===== config.mk =====
export PLATFORM = sky130hd
export DESIGN_NAME = wb_arbiter2
export DESIGN_NICKNAME = d
export VERILOG_FILES = /design/src/rtl/wb_arbiter2.sv
export SDC_FILE = /design/constraint.sdc
export NUM_CORES = 1
export LEC_CHECK = 0
export CORE_AREA = 5 5 122 124
export DETAILED_ROUTE_END_ITERATION = 10
export DIE_AREA = 0 0 127 129
export PLACE_DENSITY = 0.55
export SLEW_MARGIN = 20
export SYNTH_ARGS = -nofsm -noshare
export SYNTH_HDL_FRONTEND = slang
export SYNTH_SLANG_ARGS = --single-unit
export TNS_END_PERCENT = 1

===== constraint.sdc =====
create_clock -name clk -period 3.55 [get_ports clk]
set_input_delay 0.71 -clock clk [delete_from_list [all_inputs] [get_ports clk]]
set_output_delay 0.71 -clock clk [all_outputs]
set_load 0.05 [all_outputs]

===== src/rtl/wb_arbiter2.sv =====
`default_nettype none
// ============================================================================
// Module      : wb_arbiter2
// Description : Two-master Wishbone arbiter placed in front of the peripheral
//               crossbar master port. m0 is the CPU xbus and m1 is a
//               DMA/streaming master. Round-robin grant is held for the
//               whole bus cycle, so the bus is only re-arbitrated once the
//               owner drops cyc.
//               Optional feature macro: WB_ARB_TIMEOUT_EN. When it is defined,
//               a stuck-slave timeout returns a one-cycle err to the owner.
// Revision    : 1.0 - initial release
// ============================================================================
module wb_arbiter2 #(
    parameter int unsigned TIMEOUT_CYCLES = 255,
    parameter bit          FIRST_PRIO     = 1'b0
) (
    input  logic        clk,
    input  logic        rst,
    // master 0 (CPU xbus)
    input  logic [31:0] m0_adr,
    input  logic [31:0] m0_dat_o,
    output logic [31:0] m0_dat_i,
    input  logic        m0_we,
    input  logic [3:0]  m0_sel,
    input  logic        m0_stb,
    input  logic        m0_cyc,
    output logic        m0_ack,
    output logic        m0_err,
    // master 1 (DMA / streaming)
    input  logic [31:0] m1_adr,
    input  logic [31:0] m1_dat_o,
    output logic [31:0] m1_dat_i,
    input  logic        m1_we,
    input  logic [3:0]  m1_sel,
    input  logic        m1_stb,
    input  logic        m1_cyc,
    output logic        m1_ack,
    output logic        m1_err,
    // single slave side (crossbar)
    output logic [31:0] s_adr,
    output logic [31:0] s_dat_o,
    input  logic [31:0] s_dat_i,
    output logic        s_we,
    output logic [3:0]  s_sel,
    output logic        s_stb,
    output logic        s_cyc,
    input  logic        s_ack,
    // status
    output logic [1:0]  grant
);

    typedef enum logic [1:0] {
        ST_IDLE = 2'd0,
        ST_OWN0 = 2'd1,
        ST_OWN1 = 2'd2
    } state_t;

    state_t      r_state;
    state_t      w_state_nxt;
    logic        r_last_owner;
    logic        w_last_owner_nxt;
    logic [1:0]  r_grant;
    logic [1:0]  w_grant_nxt;
    logic        w_owner_stb;
    logic        w_timeout_hit;

    // A zero timeout would raise err on the very first beat of every access.
    if (TIMEOUT_CYCLES == 0) begin : g_bad_timeout
        $error("wb_arbiter2: TIMEOUT_CYCLES must be at least 1");
    end

    // State, round-robin history and registered grant.
    always_ff @(posedge clk) begin
        if (rst) begin
            r_state      <= ST_IDLE;
            r_last_owner <= ~FIRST_PRIO;
            r_grant      <= 2'b00;
        end else begin
            r_state      <= w_state_nxt;
            r_last_owner <= w_last_owner_nxt;
            r_grant      <= w_grant_nxt;
        end
    end

    // Next-state logic: arbitrate only from IDLE and release when cyc drops.
    always_comb begin
        w_state_nxt      = r_state;
        w_last_owner_nxt = r_last_owner;
        case (r_state)
            ST_IDLE: begin
                if (m0_cyc && m1_cyc) begin
                    // Both are requesting, so hand the bus to whoever did not own it last.
                    w_state_nxt = r_last_owner ? ST_OWN0 : ST_OWN1;
                end else if (m0_cyc) begin
                    w_state_nxt = ST_OWN0;
                end else if (m1_cyc) begin
                    w_state_nxt = ST_OWN1;
                end
            end
            ST_OWN0: begin
                if (!m0_cyc) begin
                    w_state_nxt      = ST_IDLE;
                    w_last_owner_nxt = 1'b0;
                end
            end
            ST_OWN1: begin
                if (!m1_cyc) begin
                    w_state_nxt      = ST_IDLE;
                    w_last_owner_nxt = 1'b1;
                end
            end
            default: begin
                w_state_nxt = ST_IDLE;
            end
        endcase
        w_grant_nxt = {(w_state_nxt == ST_OWN1), (w_state_nxt == ST_OWN0)};
    end

    // Owner's strobe qualified by its cyc; a strobe without cyc is not a request.
    always_comb begin
        w_owner_stb = 1'b0;
        case (r_state)
            ST_OWN0: w_owner_stb = m0_stb & m0_cyc;
            ST_OWN1: w_owner_stb = m1_stb & m1_cyc;
            default: w_owner_stb = 1'b0;
        endcase
    end

`ifdef WB_ARB_TIMEOUT_EN
    localparam int unsigned          c_CNT_W   = $clog2(TIMEOUT_CYCLES + 1);
    localparam logic [c_CNT_W-1:0]   c_CNT_MAX = c_CNT_W'(TIMEOUT_CYCLES);

    logic [c_CNT_W-1:0] r_to_cnt;

    // The slave ack always takes precedence over a timeout in the same cycle.
    assign w_timeout_hit = w_owner_stb && !s_ack && (r_to_cnt == c_CNT_MAX);

    // Count unacknowledged strobe cycles, and restart on any ack, idle strobe or timeout.
    always_ff @(posedge clk) begin
        if (rst || !w_owner_stb || s_ack || w_timeout_hit) begin
            r_to_cnt <= '0;
        end else begin
            r_to_cnt <= r_to_cnt + c_CNT_W'(1);
        end
    end
`else
    assign w_timeout_hit = 1'b0;
`endif

    // Forward the owner onto the slave port. The non-owner sees all zeros.
    always_comb begin
        s_adr    = 32'h0;
        s_dat_o  = 32'h0;
        s_we     = 1'b0;
        s_sel    = 4'h0;
        s_stb    = 1'b0;
        s_cyc    = 1'b0;
        m0_ack   = 1'b0;
        m0_err   = 1'b0;
        m0_dat_i = 32'h0;
        m1_ack   = 1'b0;
        m1_err   = 1'b0;
        m1_dat_i = 32'h0;
        case (r_state)
            ST_OWN0: begin
                s_adr    = m0_adr;
                s_dat_o  = m0_dat_o;
                s_we     = m0_we;
                s_sel    = m0_sel;
                s_cyc    = m0_cyc;
                s_stb    = w_owner_stb & ~w_timeout_hit;
                m0_ack   = s_ack;
                m0_err   = w_timeout_hit;
                m0_dat_i = s_dat_i;
            end
            ST_OWN1: begin
                s_adr    = m1_adr;
                s_dat_o  = m1_dat_o;
                s_we     = m1_we;
                s_sel    = m1_sel;
                s_cyc    = m1_cyc;
                s_stb    = w_owner_stb & ~w_timeout_hit;
                m1_ack   = s_ack;
                m1_err   = w_timeout_hit;
                m1_dat_i = s_dat_i;
            end
            default: begin
                // IDLE: the bus is parked, and a spurious s_ack reaches nobody.
            end
        endcase
    end

    assign grant = r_grant;

endmodule
`default_nettype wire


After elaboration in Yosys (flattened, before gate mapping)
Index checks and enable logic that the tools add are counted.

word-level totals
  register bits after elaboration = 5
  latch bits = 0
  bits in writable memories = 0
  ROM bits = 0
  input bits = 177
  output and inout port bits = 141
  logic and storage cells = 37
  memories = 0

cells by class
  $add $sub $neg = 0
  $mul = 0
  div/mod/pow operators = 0
  order comparisons = 0
  equality and inequality tests = 6
  shifts and indexed selects = 0
  multiplexer cells = 21
  bitwise operators = 2
  reduce and logical (&&, ||, !) cells = 5

operator list
  operator            number
  $pmux 32 s2         2
  $mux 32             2
  $mux 2              6
  $pmux 4 s2          1
  $mux 1              6
  $pmux 1 s2          3
  $pmux 2 s3          1
  $eq 2x1->1 const B  2
  $eq 2x2->1 const B  2
  $ne 2x2->1 const B  2
  $reduce_and 3->1    1
  $and 1x1->1         2
  $logic_not 2->1     1
  $reduce_bool 2->1   1
  $reduce_or 2->1     1
  $logic_and 1x1->1   1

Logic depth before layout (Yosys ltp)
Gate-level depths: netlist of run 1.

  depth in word-level cells = 5
  mapped depth = 8

Worst setup path before layout of run 1
No wires, ideal clock.

  path type = flip-flop to output port
  from = register r_state[0]
  to = output s_adr[0]
  arrival = 1.908 ns
  required time = 2.840 ns
  setup slack = 0.932 ns
  cell stages (with the launch flop) = 6
  buffers on the path = 2
  path through = dfxtp_1 -> inv_1 -> ha_1 -> clkbuf_1 -> clkbuf_1 -> nor2b_1

on the way
  longest elaborated chain between the ends = 2

RTL lines
  what                                             line  text
  start, declared                                  58    state_t r_state;
  start signal, assigned                           79    r_state <= w_state_nxt;
  $eq 2x2->1 / $eq 2x1->1 (equally long branches)  164   case (r_state)
  $pmux 32 s2 *                                    164
  end, declared                                    40    output logic [31:0] s_adr,

Mark *: on every way between the ends. The rest lies on a longest branch, timed or not.

Final worst setup path of run 1
  from = register r_state[0]
  to = output s_adr[16]

Same word-level chain as after synthesis.

==> results by group, run 1 <==
Route
  • WL final: 12100 um
  • DRT Pass-1 Iters: 4
  • Avg WL per Cell: 16.3 um
  • DR vias: 3121
  • DRC viols: 0
  • Via/cell ratio: 4.20
  • Initial DRC Count: 112
  • Routed Antenna Nets: 0

Worst setup path
  • Reg-to-Reg Start: r_state[1]
  • Worst endpoint data arrival time: roughly 2.4 ns
  • Critical path class: reg -> out
  • Critical path capture point type: output port
  • Required @ worst endpoint: 2.84 ns
  • Worst reg-to-reg path cell count: 5
  • Crit start category: flip-flop
  • Critical-path maximum fanout: 54
  • R2r setup slk: 1.61 ns
  • RR Endpoint: r_last_owner

Outcome
  • Run status: finished, final reports clean

Clock tree
  • Clk Latency, worst-skew pair: 0.23 ns
  • CTS tree: done
  • Clock sink total: 5
  • CTS-repair resized insts: 0
  • Hold buffers post-CTS: 0
  • Clock Tree Buf Depth: 2
  • Clk root buf: clkbuf_16
  • Clock transition at path regs: 0.04 ns
  • Total CTS buffers: 3
  • Post-CTS Setup Bufs: 0
  • H-tree depth: 1

GRT
  • Vias in the first global route: 3407
  • Pin count of the biggest net entering global routing: 55
  • Initial antenna violation count: 0
  • GRT Resource Usage Total: 13.2%
  • Grt total ovfl: 0
  • First-pass GRT wire length: 17700 um

Final layout
  • Final Cell Area: between 5000 and 6000 um^2
  • Final net count: 745
  • Number of inserted diodes: 0
  • Area Overhead vs Synth: 172%
  • Layout cells sized above 1: around 15%
  • Final core utilization: a little under two fifths
  • Commonest non-fill, non-tap cell in the layout: clkdlybuf4s50_1
  • Area of the multi-input gates: 1640 um^2
  • Most frequent cells in the layout: clkdlybuf4s50_1, buf_4, nor2b_1
  • Area taken by flip-flops and latches: 100 um^2
  • FILL cells: 1402

Timing
  • Final hold viol count: 0
  • Slew Limit Fails: 0
  • Setup TNS: 0 ns
  • Clock period minus worst slack: 3.11 ns
  • Hold slack final: 0.645 ns
  • Worst Max-Slew Pin Slew: between 0.5 and 0.6 ns
  • Final clock skew: 0.00113 ns
  • Headroom to the max-slew limit: 64.0%
  • Setup violations, final: 0
  • Fin crit share: 87.7%
  • FMAX: 321 MHz
  • RSZ-0062 raised after global routing: no

Die
  • IO Pins: ~320
  • # rows: between 40 and 50
  • Die area: 16400 um^2
  • Die height: 129 um
  • Die span in x: roughly 130 um
  • Core box area: ~14000 um^2
  • Starting Density: 13.7%

Power
  • Peak VDD IR: 0.139 mV
  • Static leakage: 0.00191 uW
  • PwrDens: 329 nW/um^2
  • Total power draw: 1680 uW

Min path
  • Hold Path End: r_last_owner
  • Worst min path class: reg -> reg
  • Hold depth: 2
  • HP Start: r_last_owner

Synth
  • Sequential area share after synthesis: 5.35%
  • Synth Register Bits: 5
  • Unique masters post-synth: 23
  • Post-Syn Area: 1870 um^2
  • Ys Warns: 0
  • Synthesized area per cell: 6.96 um^2
  • Mapped Cells: 269

Run
  • Maxcap violations: 0

Placed design
  • Number of port buffers: 315
  • HPWL Detailed: 10100 um
  • Placement Cell Area: around 5000 um^2
  • Gpl congestion: 0.902
==> worst max-delay path, stage by stage (launching register included) <==
cell and delay (ns):
dfxtp_1 0.35, inv_1 0.17, ha_4 0.52, a22oi_1 0.18, nor2b_1 0.13, clkdlybuf4s50_1 0.81
==> power by group <==
group | total (uW) | leakage (uW) | switching, uW | internal (uW)
sequential | 74.4 | 0.0000412 | 8.22 | 66.2
combinational | 1410 | 0.00183 | 834 | 577
clock | 190 | 0.0000382 | 40.8 | 149
total | 1680 | 0.00191 | 883 | 792
==> through the flow <==
step	instances	setup slack (ns)
floorplan	270	0.932
global placement	739	0.616
detailed placement	739	0.640
CTS	743	0.408
global route	743	0.248
finish	743	0.438
==> registers in the layout, summed over array words and instances, names as in the netlist <==
signal	cells
grant	2
r_last_owner	1
r_state	2
==> area by class of cell <==
| type | count | share of cell area (%) |
|---|---|---|
| repair buffers | 322 | 59.6 |
| multi-input cells | 230 | 32.3 |
| well taps | 180 | 4.43 |
| flip-flops and latches | 5 | 1.97 |
| clock buffers | 4 | 1.55 |
| inverters | 2 | 0.148 |
==> metal layers <==
layer	vias up	share of wire, %	track usage, %	wire length [um]
met4	0	0.80	2.08	96
met5	-	0	0	0
met1	1402	35	13.6	4260
li1	1525	-	-	-
met2	186	53	25.8	6360
met3	8	11	5.02	1360
==> logic make-up (layout without fill, tap and decap cells) <==
family                   Yosys count  after routing  synth area share [%]
adder cells (fa/ha/maj)            4              4                  2.67
flip-flops                         5              5                  5.35
AND/OR/NAND/NOR                  149            149                  51.1
AO/OA/AOI/OAI                     75             75                  32.2
buffers and inverters             35            328                  8.56
other                              1              2                 0.200
==> worst max path at each step <==
stage / from / end / slack [ns]
floorplan: r_state[0] / s_adr[0] / 0.93
global route: r_state[0] / s_adr[16] / 0.25
CTS: r_state[0] / s_adr[22] / 0.41
finish: r_state[0] / s_adr[16] / 0.44
detailed placement: m1_adr[16] / s_adr[16] / 0.64
global placement: m1_adr[16] / s_adr[16] / 0.62
==> cells in the mapped netlist <==
cell      instances  area (um^2)
a21boi_1          1         7.51
a22oi_1          69          518
a22oi_4           1         21.3
a311o_1           1         10.0
and2_1           68          425
buf_2             8         40.0
buf_4             3         22.5
buf_6             1         11.3
clkbuf_1         21         78.8
conb_1            1         3.75
dfxtp_1           5          100
ha_1              4         50.1
inv_1             2         7.51
nand2_1           2         7.51
nand2b_1          1         6.26
nand3_1           2         10.0
nand3b_1          1         7.51
nor2_1            1         3.75
nor2b_1          70          438
nor3_1            2         10.0
nor4b_4           2         47.6
o21ai_0           1         5.00
o221a_4           2         40.0
Power figures use the tool's default switching activity.
==> run 2: changes to the inputs <==
==> constraint.sdc (replaced) <==
create_clock -name clk -period 4 [get_ports clk]
set_input_delay 0.8 -clock clk [delete_from_list [all_inputs] [get_ports clk]]
set_output_delay 0.8 -clock clk [all_outputs]
set_load 0.05 [all_outputs]
==> run 2 against run 1 <==
Net effect: clock power shrank 13%; sequential share of layout area down 0.070 points; sequential cell count stayed put; clock skew is 0.0011 ns higher; worst setup slack better by 0.054 ns; combinational power down 9%; die area unchanged; largest cell class unchanged; largest power group unchanged.
==> results by group, run 2 (synthesized netlist as in run 1, its figures left out) <==
Outcome
  • Run status: finished, final reports clean

Final layout
  • Commonest non-fill, non-tap cell in the layout: clkdlybuf4s50_1
  • Most frequent cells in the layout: clkdlybuf4s50_1, nor2b_1, a22oi_1
  • Layout cells sized above 1: between 2 and 3%
  • Area Overhead vs Synth: 182%
  • Final Cell Area: 5280 um^2
  • Final Non-Filler Cells: 740
  • FILL cells: 1388
  • Number of inserted diodes: 0
  • Final net count: 742

Worst setup path
  • Critical path class: reg -> out
  • Critical path origin: r_state[0]
  • Worst endpoint data arrival time: 2.71 ns
  • Crit start category: flip-flop
  • Critical path capture point type: output port
  • Reg-to-Reg Start: r_state[1]
  • Required @ worst endpoint: 3.20 ns
  • Critical-path maximum fanout: 46

Route
  • Via/cell ratio: 4.24
  • Initial DRC Count: 138
  • Routed Antenna Nets: 0
  • DRT Pass-1 Iters: 4
  • WL met1: 4300 um
  • DRC viols: 0
  • Routed length on met3: 1410 um
  • WL final: 12100 um
  • Met2 Wirelength: 6140 um
  • DR vias: 3137
  • Top sig layer: met4
  • Avg WL per Cell: between 15 and 20 um

Clock tree
  • Total CTS buffers: 3
  • Clock Tree Buf Depth: 2
  • CTS tree: done
  • CTS-repair resized insts: 0
  • Hold buffers post-CTS: 0
  • Clock transition at path regs: about 0.040 ns
  • Post-CTS Setup Bufs: 0
  • Clock sink total: 5
  • Clk Latency, worst-skew pair: 0.23 ns
  • H-tree depth: 1
  • Clk root buf: clkbuf_16

Timing
  • Slew Limit Fails: 0
  • FMAX: 285 MHz
  • Final hold viol count: 0
  • Setup TNS: 0 ns
  • Headroom to the max-slew limit: 62.0%
  • Clock period minus worst slack: between 3 and 4 ns
  • Hold slack final: roughly 0.66 ns
  • Worst Slack Setup Final: 0.492 ns
  • Worst Max-Slew Pin Slew: 0.568 ns
  • RSZ-0062 raised after global routing: no
  • Fin crit share: 87.7%
  • Setup violations, final: 0
  • Final clock skew: around 0.0023 ns

Min path
  • Worst min path class: reg -> reg
  • HP Start: r_last_owner

Placed design
  • Placement Cell Area: 5200 um^2
  • Gpl congestion: approximately 0.81
  • Dpl ws: 0.655 ns
  • Inst Count DP: 736
  • Number of port buffers: 315
  • HPWL Detailed: 10000 um

Run
  • Maxcap violations: 0

GRT
  • Grt total ovfl: 0
  • Vias in the first global route: 3353
  • Initial antenna violation count: 0
  • GRT Resource Usage Total: 13.0%
  • First-pass GRT wire length: roughly 17000 um
  • Pin count of the biggest net entering global routing: 70

Power
  • PwrDens: 286 nW/um^2
  • Switching pwr: 779 uW
  • Peak VDD IR: around 0.12 mV
  • Combinational share of power: 84.7%
  • Clock network power share: 11.0%
  • Static leakage: 0.00177 uW
  • Seq pwr share: approximately 4.4%
  • Sw Ratio: about half
  • Internal power: 732 uW

Die
  • Core box area: about 14000 um^2
  • Die span in x: roughly 130 um
  • IO Pins: 318
  • Die height: between 100 and 150 um
  • # rows: 43
  • Die area: 16400 um^2
  • Starting Density: 13.7%
run 2: metrics by stage:
| step | power, uW | util (%) |
|---|---|---|
| finish | 1510 | 38.6 |
| global route | 1590 | 38.6 |
| CTS | 1530 | 38.6 |
| detailed placement | 1360 | 38.0 |
| global placement | 1350 | 38.0 |
| floorplan | 850 | - |
run 2: area by class of cell:
class / count / area (um^2) / area share [%]
repair buffers: 319 / 3220 / 61.1
inverters: 2 / 7.51 / 0.142
clock buffers: 4 / 78.8 / 1.49
flip-flops and latches: 5 / 100 / 1.90
multi-input cells: 230 / 1640 / 31.1
well taps: 180 / 225 / 4.27
run 2: worst paths after layout:
| kind | to | slack, ns | cells past startpoint |
|---|---|---|---|
| setup / recovery | s_dat_o[27] | 0.49 | 5 |
| hold / removal | r_last_owner | 0.66 | 2 |
| setup reg to reg | grant[0] | 1.96 | 6 |
| hold reg to reg | r_last_owner | 0.66 | 2 |
run 2: routing by layer:
layer  vias up  GRT usage, %
met4         0          3.41
met2       194          24.4
met3        14          5.23
met5         -             0
met1      1413          13.5
li1       1516             -
run 2: power groups by stage:
stage	clock network, uW	logic (uW)	registers [uW]
floorplan	0	776	74.0
global placement	0	1290	66.0
detailed placement	0	1290	66.4
CTS	168	1300	65.9
global route	171	1350	66.9
finish	166	1280	65.9
run 2: worst max-delay path: stages, from the launching register on:
cell             delay [ns]
dfxtp_1                0.43
inv_1                  0.16
ha_2                   0.63
buf_12                 0.25
nor2b_1                0.18
clkdlybuf4s50_1        0.82
